### src/rtl/cam_lookup_ctrl.sv
// Front-end controller for the CAM: allocates free slots on store, runs one seek at a time, and frees the entry on a hit.
// Latency: seek accept -> rsp valid in 2 cycles; stores complete in 1 cycle; backpressure via I_Rsp_Ready (held in RESP, no accepts).
module cam_lookup_ctrl #(
    parameter int LENGTH     = 16,
    parameter int WIDTH_DATA = 32
) (
    input  logic                          clock,
    input  logic                          reset,
    input  logic                          I_St_Valid,
    input  logic [WIDTH_DATA-1:0]         I_St_Data,
    output logic                          O_St_Ready,
    input  logic                          I_Sk_Valid,
    input  logic [WIDTH_DATA-1:0]         I_Sk_Data,
    output logic                          O_Sk_Ready,
    output logic                          O_Rsp_Valid,
    output logic                          O_Rsp_Hit,
    output logic [WIDTH_DATA-1:0]         O_Rsp_Data,
    output logic [$clog2(LENGTH)-1:0]     O_Rsp_Index,
    input  logic                          I_Rsp_Ready,
    output logic                          O_We,
    output logic [$clog2(LENGTH)-1:0]     O_Addr,
    output logic [WIDTH_DATA-1:0]         O_Data,
    output logic                          O_Seek,
    output logic [WIDTH_DATA-1:0]         O_CData,
    output logic [$clog2(LENGTH)-1:0]     O_Sel,
    input  logic                          I_Hit,
    input  logic [WIDTH_DATA-1:0]         I_Data,
    input  logic [LENGTH-1:0]             I_Valid,
    output logic [$clog2(LENGTH+1)-1:0]   O_Count,
    output logic                          O_Full,
    output logic                          O_Empty
);
    localparam int AW = $clog2(LENGTH);
    localparam int CW = $clog2(LENGTH + 1);

    localparam logic [1:0] ST_IDLE = 2'd0;
    localparam logic [1:0] ST_SEEK = 2'd1;
    localparam logic [1:0] ST_RESP = 2'd2;

    logic [1:0]            state_q, state_d;
    logic [LENGTH-1:0]     occ_q, occ_d;
    logic [CW-1:0]         count_q, count_d;
    logic [WIDTH_DATA-1:0] key_q, key_d;
    logic                  rsp_hit_q, rsp_hit_d;
    logic [WIDTH_DATA-1:0] rsp_data_q, rsp_data_d;
    logic [AW-1:0]         rsp_idx_q, rsp_idx_d;

    logic          idle;
    logic          seeking;
    logic          st_acc;
    logic          sk_acc;
    logic [AW-1:0] free_idx;
    logic [AW-1:0] sel_idx;

    // Lowest-index priority encoders; scanning downward lets the lowest index win.
    always_comb begin
        free_idx = '0;
        for (int i = LENGTH - 1; i >= 0; i--) begin
            if (!occ_q[i]) free_idx = AW'(i);
        end
    end

    always_comb begin
        sel_idx = '0;
        for (int i = LENGTH - 1; i >= 0; i--) begin
            if (I_Valid[i]) sel_idx = AW'(i);
        end
    end

    // Outputs are gated with reset so the port state is quiet while reset is held.
    assign idle        = (state_q == ST_IDLE) & ~reset;
    assign seeking     = (state_q == ST_SEEK) & ~reset;
    assign O_Full      = (count_q == CW'(LENGTH));
    assign O_Empty     = (count_q == '0);
    assign O_Count     = count_q;
    assign O_Sk_Ready  = idle;
    assign O_St_Ready  = idle & ~O_Full & ~I_Sk_Valid;
    assign sk_acc      = idle & I_Sk_Valid;
    assign st_acc      = O_St_Ready & I_St_Valid;
    assign O_We        = st_acc;
    assign O_Addr      = st_acc ? free_idx : '0;
    assign O_Data      = st_acc ? I_St_Data : '0;
    assign O_Seek      = seeking;
    assign O_CData     = seeking ? key_q : '0;
    assign O_Sel       = seeking ? sel_idx : '0;
    assign O_Rsp_Valid = (state_q == ST_RESP) & ~reset;
    assign O_Rsp_Hit   = rsp_hit_q;
    assign O_Rsp_Data  = rsp_data_q;
    assign O_Rsp_Index = rsp_idx_q;

    always_comb begin
        state_d    = state_q;
        occ_d      = occ_q;
        count_d    = count_q;
        key_d      = key_q;
        rsp_hit_d  = rsp_hit_q;
        rsp_data_d = rsp_data_q;
        rsp_idx_d  = rsp_idx_q;
        case (state_q)
            ST_IDLE: begin
                if (sk_acc) begin
                    key_d   = I_Sk_Data;
                    state_d = ST_SEEK;
                end else if (st_acc) begin
                    occ_d[free_idx] = 1'b1;
                    count_d         = count_q + CW'(1);
                end
            end
            ST_SEEK: begin
                state_d = ST_RESP;
                if (I_Hit) begin
                    rsp_hit_d      = 1'b1;
                    rsp_data_d     = I_Data;
                    rsp_idx_d      = sel_idx;
                    occ_d[sel_idx] = 1'b0;
                    count_d        = count_q - CW'(1);
                end else begin
                    rsp_hit_d  = 1'b0;
                    rsp_data_d = '0;
                    rsp_idx_d  = '0;
                end
            end
            ST_RESP: begin
                if (I_Rsp_Ready) state_d = ST_IDLE;
            end
            default: state_d = ST_IDLE;
        endcase
    end

    always_ff @(posedge clock) begin
        if (reset) begin
            state_q    <= ST_IDLE;
            occ_q      <= '0;
            count_q    <= '0;
            key_q      <= '0;
            rsp_hit_q  <= 1'b0;
            rsp_data_q <= '0;
            rsp_idx_q  <= '0;
        end else begin
            state_q    <= state_d;
            occ_q      <= occ_d;
            count_q    <= count_d;
            key_q      <= key_d;
            rsp_hit_q  <= rsp_hit_d;
            rsp_data_q <= rsp_data_d;
            rsp_idx_q  <= rsp_idx_d;
        end
    end
endmodule

### config.mk
export PLATFORM = sky130hd
export DESIGN_NAME = cam_lookup_ctrl
export DESIGN_NICKNAME = d
export VERILOG_FILES = /design/src/rtl/cam_lookup_ctrl.sv
export SDC_FILE = /design/constraint.sdc
export NUM_CORES = 1
export LEC_CHECK = 0
export ABC_CLOCK_PERIOD_IN_PS = 3100
export CORE_MARGIN = 3
export CORE_UTILIZATION = 40
export CTS_BUF_LIST = sky130_fd_sc_hd__clkbuf_2
export CTS_CLUSTER_DIAMETER = 100
export DETAILED_ROUTE_END_ITERATION = 8
export PLACE_DENSITY = 0.91
export SLEW_MARGIN = 30
export SYNTH_ARGS = -nofsm -noshare
export SYNTH_HDL_FRONTEND = slang
export SYNTH_SLANG_ARGS = --single-unit
### constraint.sdc
create_clock -name clock -period 3.1 [get_ports clock]
set_clock_uncertainty 0.15 [all_clocks]
set_input_delay 0.775 -clock clock [delete_from_list [all_inputs] [get_ports clock]]
set_output_delay 0.775 -clock clock [all_outputs]
set_load 0.1 [all_outputs]
Yosys cells after proc, flatten, opt, wreduce, memory -nomap -nowiden
Index checks and enable logic that the tools add are counted.
{ "classes": {"add_sub_neg": 2, "n_lt_le_gt_ge": 4, "eq_ne": 8, "n_mux": 54, "bitwise": 13, "reduce_logical": 8} }
{ "ops": {"columns": ["operator", "n"], "rows": [
  ["4-bit two-way mux", 35],
  ["32-bit two-way mux", 3],
  ["16-bit two-way mux", 3],
  ["16-bit case mux with 2 select lines", 1],
  ["16-bit AND", 1],
  ["16-bit inverter", 1],
  ["16-bit OR", 1],
  ["5-bit two-way mux", 3],
  ["4-bit by 5-bit less-than comparator with 1-bit output (second input constant)", 2],
  ["2-bit inequality test (second input constant)", 5],
  ["5-bit case mux with 2 select lines", 1],
  ["1-bit demux with 4-bit select", 2],
  ["4-bit by 1-bit >= comparator with 1-bit output (second input constant)", 2],
  ["1-bit AND", 7],
  ["2-bit case mux with 3 select lines", 1],
  ["5-bit by 1-bit adder with 5-bit output (second input constant)", 1],
  ["5-bit == test (second input constant)", 1],
  ["5-bit logical NOT", 1],
  ["5-bit by 1-bit subtractor with 5-bit output (second input constant)", 1],
  ["2-bit two-way mux", 2],
  ["2-bit AND reduction", 2],
  ["4-bit AND reduction", 1],
  ["1-bit two-way mux", 3],
  ["1-bit inverter", 3],
  ["5 further kinds", 6]
]} }
{ "totals": {"reg_bits": 92, "output_inout_bits": 121, "word_cells": 96} }

Logic depth before layout (Yosys ltp)
Gate-level depths: netlist of the first run.
{ "logic_depth": {"depth_word": 24, "mapped_depth": 10, "depth_no_buf": 9} }

Worst setup path before layout of the first run
Ideal clock, no wire load.
{ "synth_timing": {"kind": "input -> output", "startpoint": "in I_Valid[8]", "endpoint": "out O_Sel[2]", "arrival_time_ns": 6.122, "t_required_ns": 2.175, "path_slack_ns": -3.947, "cell_stages": 3, "cell_sequence": "nor4_1 -> nand2b_1 -> a2111oi_0"} }
{ "synth_between": {"elab_chain_len": 10} }
{ "synth_rtl": {"columns": ["element", "line_no", "source"], "rows": [
  ["start: declaration", "28", "input logic [LENGTH-1:0] I_Valid,"],
  ["4-bit two-way mux (9 in series)", "66", "if (I_Valid[i]) sel_idx = AW'(i);"],
  ["4-bit two-way mux", "85", "assign O_Sel = seeking ? sel_idx : '0;"],
  ["end: declaration", "25", "output logic [$clog2(LENGTH)-1:0] O_Sel,"]
]} }
Every way passes these cells.

Worst setup path after layout of the first run
{ "layout_timing": {"startpoint": "in reset", "endpoint": "out O_Addr[2]"} }
{ "layout_between": {"elab_chain_len": 6} }
{ "layout_rtl": {"columns": ["element", "line_no", "source"], "rows": [
  ["start: declaration", "8", "input logic reset,"],
  ["1-bit inverter", "71", "assign idle = (state_q == ST_IDLE) & ~reset;"],
  ["1-bit AND", "71", null],
  ["1-bit AND (2 in series)", "77", "assign O_St_Ready = idle & ~O_Full & ~I_Sk_Valid;"],
  ["1-bit AND", "79", "assign st_acc = O_St_Ready & I_St_Valid;"],
  ["4-bit two-way mux", "81", "assign O_Addr = st_acc ? free_idx : '0;"],
  ["end: declaration", "21", "output logic [$clog2(LENGTH)-1:0] O_Addr,"]
]} }
Every way passes these cells.

==> results_dict.tcl, run 1 <==
set metrics [dict create \
    outcome "finished with violations" \
    violations "negative setup slack" \
    netlist_area_um2 4320 \
    antenna_found_initial 0 \
    syn_area_per_cell_um2 7.67 \
    drive_above_1_share_pct 36.7 \
    cp.arrival_ns 2.30 \
    synthTopCellsByArea "dfxtp_1 43%, nand2_1 7.3%, a21oi_1 6.3%" \
    ys_ff_latch 92 \
    post-place-ws_ns -0.400 \
    num_io_pins 239 \
    irDropWorstVdd_mv 0.267 \
    cp-end-kind "output port" \
    syn_inst 564 \
    cts_sinks 92 \
    fin_ws_ns -0.127 \
    dieHeight_um 110 \
    route.detailed.drc 0 \
    numCtsBuffers 9 \
    path_clk_slew_ns 0.24 \
    worstPathMaxFanout 4 \
    synth_ff_type "dfxtp_1" \
    cpPeakStageDelay_ns 0.54 \
    ys_seq_area_share_pct 42.6 \
    ant_nets 0 \
    syn_nets 686 \
    setup_viol_count_final 36 \
    cp-start-kind "input port" \
    grt_max_degree 66 \
    power_mw 2.77 \
    vias 5176 \
    synth_top_area_share_pct 42.6 \
    netlist_top_cells_count "92 x dfxtp_1, 84 x nand2_1, 59 x nor2_1" \
    finalSetupTns_ns -2.86 \
    overflow 0 \
    first_pass_iters 5 \
    worst_ep_required_time_ns 2.17 \
    slew_headroom_pct 67.9 \
    grt_pass1_wl_mm 25.4 \
    power_per_cell_area_nw_per_um2 326 \
    worstPathCellList "buf_4 > or4_4 > a21oi_4 > nand2_4 > buf_6 > clkinv_8 > nand2_4 > a21oi_4 > buf_12" \
    yosysTopAreaCell "dfxtp_1" \
    rows 37 \
    clockRootBuffer "clkbuf_2" \
    max-clock-path-buffers 2 \
    yosys_warnings 0 \
    slew_viol_final 0 \
    rsz0062_at_grt "yes" \
    routed_via_density 5.30 \
    synth_edf_count 0 \
    wire_per_inst_um 17.2 \
    h-tree-depth 3 \
    utilization_pct 81.5 \
    nets 959 \
    clk_latency_ns 0.52 \
    grt_use_total_pct 26.6 \
    drt_iter0_markers 304 \
    min_period_ns 3.23 \
    p_leak_nw 3.32 \
    slowest_stage "or4_4" \
    holdBufCountCts 0 \
    yosysUniqueCellTypes 53 \
    start_util_pct 41.5 \
    port_buffers 238 \
    gp_congestion 0.939 \
    min_path_type "reg -> reg" \
    place_hpwl_mm 12.6 \
    crit_type "in -> out" \
    syn_to_final_growth_pct 96.4 \
    core_area_um2 10400 \
    finalCritPeriodShare_pct 104 \
    hold_viol_final 0 \
    dieArea_um2 12100 \
    n_antenna_cell 0 \
    async_flop_share_pct 0 \
    yosysMostFrequentCell "dfxtp_1" \
    worst_pin_slew_ns 0.476 \
    max_cap_viol_count 0 \
    grt_pass1_vias 5290 \
    die-width_um 110 \
    fmax_ghz 0.310 \
    drt_wl_total_mm 16.8 \
    cts_tree "done" \
]
registers in the layout, summed over array words and instances, names as in the netlist:
signal and flops:
O_Rsp_Hit 1, O_Rsp_Data 32, O_Rsp_Index 4, key_q 32, O_Count 5, occ_q 16
state_q 2
where the power goes:
group / internal, mW / switching [mW]
logic: 0.373 / 0.559
registers: 1.24 / 0.0273
clock network: 0.183 / 0.392
cells by family (layout without fill, tap and decap cells):
family                     after synthesis  after routing  synth area share (%)
and+or+nand+nor                        283            283                  32.1
AOI/OAI and AO/OA                      131            131                  18.5
DFF                                     92             92                  42.6
buffers and inverters                   49            325                  4.51
adders and majority gates                4              4                  1.33
xor gates and xnor gates                 4              4                 0.810
muxes                                    1              1                 0.231
placed cells by master (no fill, tap or decap), types with 4 or more instances in the layout:
| master | instances |
|---|---|
| nor2_4 | 4 |
| nor2_1 | 22 |
| clkdlybuf4s15_1 | 4 |
| a21oi_1 | 51 |
| clkdlybuf4s50_1 | 99 |
| and3_1 | 4 |
| buf_12 | 85 |
| nand2b_1 | 36 |
| buf_4 | 91 |
| inv_1 | 8 |
| a211oi_2 | 5 |
| nand2_1 | 81 |
| o21a_1 | 4 |
| clkbuf_2 | 11 |
| dfxtp_4 | 4 |
| nor2_2 | 34 |
| nand3_1 | 36 |
| dlygate4sd2_1 | 8 |
| nor2b_1 | 4 |
| buf_6 | 5 |
| dfxtp_1 | 88 |
| and2_4 | 33 |
| a211oi_1 | 13 |
| nor4_4 | 4 |
| nor3_1 | 5 |
| o21ai_0 | 35 |
path summary, 6_finish.rpt:
path                                startpoint        endpoint  slack [ns]  depth (start not counted)
worst min-delay path            O_Rsp_Data[27]  O_Rsp_Data[27]        0.32                          2
worst min register to register  O_Rsp_Data[27]  O_Rsp_Data[27]        0.32                          2
worst max-delay path                     reset       O_Addr[2]       -0.13                          9
worst max register to register      state_q[1]      O_Count[4]        0.56                         10
critical path, delay by kind of cell:
family / cells / cell delay, ns
simple gates: 3 / 0.69
buf+inv: 4 / 0.52
compound gates: 2 / 0.31
metrics by stage:
step	std cells	hold slack [ns]	instance area, um^2
5_1_grt	976	0.346	8490
2_1_floorplan	564	0.346	4640
6_report	976	0.323	8490
3_3_place_gp	938	0.289	8040
4_1_cts	968	0.324	8390
3_5_place_dp	938	0.298	8040
repair_timing:
action,4_1_cts,5_1_grt
cloned,3,0
gates resized for setup,45,20
endpoints found under the setup margin,42,41
buffers inserted,13,8
pin swaps,16,9
per-layer routing:
metal | up-vias | GRT usage [%] | wire, um
met2 | 270 | 48.3 | 8620
met5 | - | 0 | 0
met1 | 2400 | 27.1 | 5660
met4 | 0 | 10.7 | 431
met3 | 51 | 10.7 | 2100
li1 | 2455 | - | -
final cells by class:
class / instances / area (um^2)
repair buffers: 298 / 3610
multi-input cells: 423 / 2660
fillers: 610 / 1930
flip-flops and latches: 92 / 1860
well taps: 136 / 170
inverters: 11 / 57.6
clock inverters: 4 / 51.3
clock buffers: 10 / 50.0
repair inverters: 2 / 32.5
No activity file was read; power rests on OpenSTA's default activity.
==> run 2: changes to the inputs <==
--- a/config.mk
+++ b/config.mk
@@ -5,13 +5,13 @@
 export SDC_FILE = /design/constraint.sdc
 export NUM_CORES = 1
 export LEC_CHECK = 0
-export ABC_CLOCK_PERIOD_IN_PS = 3100
+export ABC_CLOCK_PERIOD_IN_PS = 2900
 export CORE_MARGIN = 3
-export CORE_UTILIZATION = 40
+export CORE_UTILIZATION = 36
 export CTS_BUF_LIST = sky130_fd_sc_hd__clkbuf_2
 export CTS_CLUSTER_DIAMETER = 100
 export DETAILED_ROUTE_END_ITERATION = 8
-export PLACE_DENSITY = 0.91
+export PLACE_DENSITY = 0.87
 export SLEW_MARGIN = 30
 export SYNTH_ARGS = -nofsm -noshare
 export SYNTH_HDL_FRONTEND = slang
==> constraint.sdc (replaced) <==
create_clock -name clock -period 2.9 [get_ports clock]
set_clock_uncertainty 0.15 [all_clocks]
set_input_delay 0.725 -clock clock [delete_from_list [all_inputs] [get_ports clock]]
set_output_delay 0.725 -clock clock [all_outputs]
set_load 0.1 [all_outputs]
==> results_dict.tcl, run 2 (synthesized netlist as in run 1, its figures left out) <==
set metrics [dict create \
    rows 39 \
    p_leak_nw 3.44 \
    cp.arrival_ns 2.28 \
    num_io_pins 239 \
    rsz0062_at_grt "yes" \
    final_cell_mix "105 x buf_4, 99 x clkdlybuf4s50_1, 88 x dfxtp_1" \
    outcome "finished with violations" \
    worstReg2RegEnd "occ_q[4]" \
    route.detailed.drc 0 \
    worst_ep_required_time_ns 2.03 \
    h-tree-depth 3 \
    drt_wl_total_mm 16.6 \
    die-width_um 116 \
    dieHeight_um 116 \
    fin_ws_ns -0.256 \
    finalCritPeriodShare_pct 109 \
    regArea_um2 1850 \
    min_to "O_Rsp_Data[7]" \
    final_common_cell "buf_4" \
    antenna_found_initial 2 \
    multi_input_area_um2 2700 \
    min_path_type "reg -> reg" \
    nets 976 \
    numCtsBuffers 9 \
    fmax_ghz 0.317 \
    clockRootBuffer "clkbuf_2" \
    worst_pin_slew_ns 0.486 \
    min_path_cells 2 \
    nFillCells 782 \
    max-clock-path-buffers 2 \
    min_period_ns 3.16 \
    routed_via_density 5.10 \
    utilization_pct 75.6 \
    finalSetupTns_ns -6.99 \
    grt_pass1_wl_mm 25.7 \
    worstPathMaxFanout 5 \
    grt_pass1_vias 5154 \
    syn_to_final_growth_pct 102 \
    slew_viol_final 0 \
    cp-end-kind "output port" \
    path_clk_slew_ns 0.29 \
    first_pass_iters 8 \
    cts_sinks 92 \
    placed_cell_area_um2 8200 \
    ant_nets 0 \
    wire_per_inst_um 16.5 \
    r2r-start "state_q[0]" \
    irDropWorstVdd_mv 0.285 \
    port_buffers 238 \
    hold_viol_final 0 \
    r2r_cells 9 \
    slew_headroom_pct 67.4 \
    grt.busiest_layer "met2" \
    grt_use_total_pct 24.2 \
    core_area_um2 11600 \
    min_from "O_Rsp_Data[7]" \
    cts_tree "done" \
    use_met2_pct 43.8 \
    gp_congestion 0.888 \
    setup_viol_count_final 37 \
    r2r_setup_slack_ns 0.51 \
    power_per_cell_area_nw_per_um2 350 \
    dieArea_um2 13400 \
    max_cap_viol_count 0 \
    violations "negative setup slack" \
    crit_type "reg -> out" \
    grt_max_degree 66 \
    design_area_um2 8750 \
    cp-start-kind "flip-flop" \
    start_util_pct 37.4 \
    groute.layer.met3.usage_pct 7.83 \
    drive_above_1_share_pct 39.3 \
    overflow 0 \
    clk_latency_ns 0.54 \
    met1_usage_pct 26.7 \
    place_hpwl_mm 12.2 \
    drt_iter0_markers 229 \
    vias 5113 \
]
run 2: cell types whose count changed in the layout (fill, tap and decap cells not counted), moves of 3 or more:
cell,delta
buf_4,+14
buf_6,+3
dfxtp_2,+4
dfxtp_4,-4
nor2_2,-5
nor2_4,+5
run 2: layout make-up:
class                      count  share of cell area (%)
timing repair buffer         316                    43.6
multi-input combinational    423                    30.9
sequential                    92                    21.1
tap                          143                    2.05
clock inverter                 6                   0.830
inverter                      11                   0.687
clock buffer                  10                   0.572
timing repair inverter         1                   0.186
antenna                        1                  0.0286
run 2: power breakdown:
part           internal (mW)  switching, mW
Clock                  0.213          0.460
Sequential              1.33         0.0276
Combinational          0.429          0.605
Total                   1.97           1.09
run 2: what timing repair did:
item	CTS	global route
cloned	5	0
resized for setup	69	15
hold buffers	0	0
buffers inserted	17	6
pin swaps	28	10
setup endpoints to repair	42	44
run 2: how the worst max path moves through the flow:
| stage | start | to | slack (ns) | cells after the start |
|---|---|---|---|---|
| 2_1_floorplan | reset | O_Addr[2] | -0.82 | 8 |
| 3_3_place_gp | I_Sk_Valid | O_Data[6] | -0.42 | 8 |
| 3_5_place_dp | I_Sk_Valid | O_Data[29] | -0.46 | 8 |
| 4_1_cts | state_q[1] | O_Data[29] | -0.33 | 8 |
| 5_1_grt | O_Count[0] | O_Data[27] | -0.38 | 9 |
| 6_report | state_q[0] | O_Data[27] | -0.26 | 8 |
run 2: metal layers:
metal / wire length (um) / share of wire (%)
met2: 8470 / 51
met4: 259 / 1.6
met1: 6190 / 37
met5: 20 / 0.12
met3: 1640 / 9.9
run 2: critical path, cell delays in order (launching register included):
cell      delay, ns
dfxtp_2        0.37
or4_4          0.52
a21oi_4        0.16
nand2_4        0.09
clkinv_8       0.09
buf_12         0.11
buf_4          0.10
and2_4         0.14
buf_12         0.17
run 2: per-stage QoR:
step                      hold WS [ns]  total power [mW]  setup WS [ns]  cells
final                            0.324              3.06         -0.256   1003
after global placement           0.289              2.32         -0.424    961
after floorplan                  0.346              1.92         -0.825    564
after CTS                        0.321              3.07         -0.334    998
after global routing             0.336              3.17         -0.385   1003
after detailed placement         0.295              2.34         -0.461    961
==> run 3: changes to the inputs <==
--- a/config.mk
+++ b/config.mk
@@ -7,11 +7,13 @@
 export LEC_CHECK = 0
 export ABC_CLOCK_PERIOD_IN_PS = 2900
 export CORE_MARGIN = 3
-export CORE_UTILIZATION = 36
+export CORE_UTILIZATION = 25
 export CTS_BUF_LIST = sky130_fd_sc_hd__clkbuf_2
 export CTS_CLUSTER_DIAMETER = 100
+export CTS_CLUSTER_SIZE = 30
 export DETAILED_ROUTE_END_ITERATION = 8
-export PLACE_DENSITY = 0.87
+export PLACE_DENSITY = 0.66
+export RECOVER_POWER = 100
 export SLEW_MARGIN = 30
 export SYNTH_ARGS = -nofsm -noshare
 export SYNTH_HDL_FRONTEND = slang
==> results_dict.tcl, run 3 (synthesized netlist as in run 1, its figures left out) <==
set metrics [dict create \
    worst_ep_required_time_ns 2.03 \
    first_pass_iters 4 \
    grt_use_total_pct 16.4 \
    met1_usage_pct 18.4 \
    violations "negative setup slack" \
    path_common_cell "buf_6" \
    power_mw 3.02 \
    power.internal_mw 1.93 \
    r2r_cells 9 \
    p_seq_share_pct 44.7 \
    clock_power_share_pct 22.3 \
    combPwrFrac_pct 33.0 \
    start_util_pct 25.8 \
    holdBufCountCts 0 \
    nets 967 \
    hold_viol_final 0 \
    min_path_cells 2 \
    sw_frac_of_total_pct 36.1 \
    max_cap_viol_count 0 \
    final_common_cell "buf_4" \
    slowest_stage "or4_4" \
    port_buffers 238 \
    finalCritPeriodShare_pct 113 \
    cts_sinks 92 \
    syn_to_final_growth_pct 101 \
    grt.busiest_layer "met2" \
    min_period_ns 3.29 \
    whs_ns 0.320 \
    core_area_um2 16800 \
    nFillCells 1535 \
    worstPathMaxFanout 3 \
    rows 47 \
    place_hpwl_mm 12.2 \
    h-tree-depth 3 \
    grt_pass1_vias 4762 \
    min_path_type "reg -> reg" \
    groute.layer.met3.usage_pct 6.76 \
    antenna_found_initial 1 \
    max-clock-path-buffers 2 \
    setup_viol_count_final 38 \
    vias 4913 \
    cp-end-kind "output port" \
    clk_latency_ns 0.57 \
    num_io_pins 239 \
    cp-start-kind "input port" \
    route.detailed.drc 0 \
    cpPeakStageDelay_ns 0.43 \
    cts_tree "done" \
    power_per_cell_area_nw_per_um2 348 \
    r2r-start "state_q[0]" \
    worst_pin_slew_ns 0.707 \
    slew_headroom_pct 52.4 \
    placed_cell_area_um2 8260 \
    ant_nets 0 \
    r2r_setup_slack_ns 0.48 \
    fin_ws_ns -0.386 \
    numCtsBuffers 9 \
    worstReg2RegEnd "occ_q[4]" \
    worstPathCellList "clkdlybuf4s50_1 > or4_4 > a21oi_4 > nand2_4 > buf_6 > buf_6 > nor2_4 > buf_12" \
    drive_above_1_share_pct 38.5 \
    p_leak_nw 3.33 \
    design_area_um2 8670 \
    rsz0062_at_grt "yes" \
    min_from "O_Rsp_Data[1]" \
    min_to "O_Rsp_Data[1]" \
    routed_via_density 4.59 \
    dieArea_um2 18900 \
    crit_type "in -> out" \
    dieHeight_um 138 \
    cp-startpoint "I_Sk_Valid" \
    slew_viol_final 0 \
    use_met2_pct 28.3 \
    n_antenna_cell 0 \
    irDropWorstVdd_mv 0.219 \
    grt_max_degree 66 \
    gp_congestion 0.893 \
    p_sw_mw 1.09 \
    drt_wl_total_mm 16.1 \
    die-width_um 138 \
    path_clk_slew_ns 0.29 \
    clockRootBuffer "clkbuf_2" \
    final_cell_mix "101 x buf_4, 100 x clkdlybuf4s50_1, 88 x dfxtp_1" \
    wire_per_inst_um 15.1 \
    grt_pass1_wl_mm 24.6 \
    overflow 0 \
    drt_iter0_markers 275 \
    fmax_ghz 0.304 \
    outcome "finished with violations" \
    cp.arrival_ns 2.41 \
]
[run 3: what timing repair did]
item	CTS	global route
gates cloned	3	0
buffers inserted	14	4
setup endpoints to repair	68	49
pin swaps	18	12
gates resized for setup	60	22
[run 3: power groups by stage]
stage | clock network, mW | registers (mW) | logic, mW
after global placement | 0 | 1.37 | 0.958
after CTS | 0.714 | 1.35 | 0.995
final | 0.675 | 1.35 | 0.995
after floorplan | 0 | 1.51 | 0.419
after detailed placement | 0 | 1.38 | 0.965
after global routing | 0.757 | 1.36 | 1.05
[run 3: metal layers]
metal / vias to the layer above / wire [um]
li1: 2469 / -
met1: 2231 / 6100
met2: 192 / 7920
met3: 19 / 1850
met4: 2 / 242
met5: - / 13
[run 3: worst max-delay path: cells and delay by family]
family          cells  cell delay (ns)
compound gates      1             0.17
buf+inv             4             0.87
simple gates        3             0.64
[run 3: how the worst max path moves through the flow]
stage / endpoint / cells past startpoint
3_5_place_dp: O_Data[4] / 8
4_1_cts: O_Data[12] / 8
3_3_place_gp: O_Data[13] / 8
6_report: O_Addr[0] / 8
5_1_grt: O_Data[12] / 8
2_1_floorplan: O_Addr[2] / 8
[run 3: cell type report]
class | instances | area, um^2 | share of cell area, %
timing repair inverter | 2 | 25.0 | 0.289
inverter | 11 | 60.1 | 0.693
clock inverter | 7 | 72.6 | 0.837
timing repair buffer | 306 | 3630 | 41.9
sequential | 92 | 1850 | 21.4
tap | 220 | 275 | 3.17
multi-input combinational | 423 | 2710 | 31.3
clock buffer | 9 | 45.0 | 0.519
[run 3: metrics by stage]
step	setup slack, ns	TNS (ns)	cells	utilization (%)
finish	-0.386	-12.39	1070	51.7
floorplan	-0.825	-37.49	564	-
detailed placement	-0.500	-18.32	1036	49.3
global placement	-0.483	-17.76	1036	49.3
global route	-0.449	-14.61	1070	51.7
CTS	-0.395	-13.72	1069	51.6
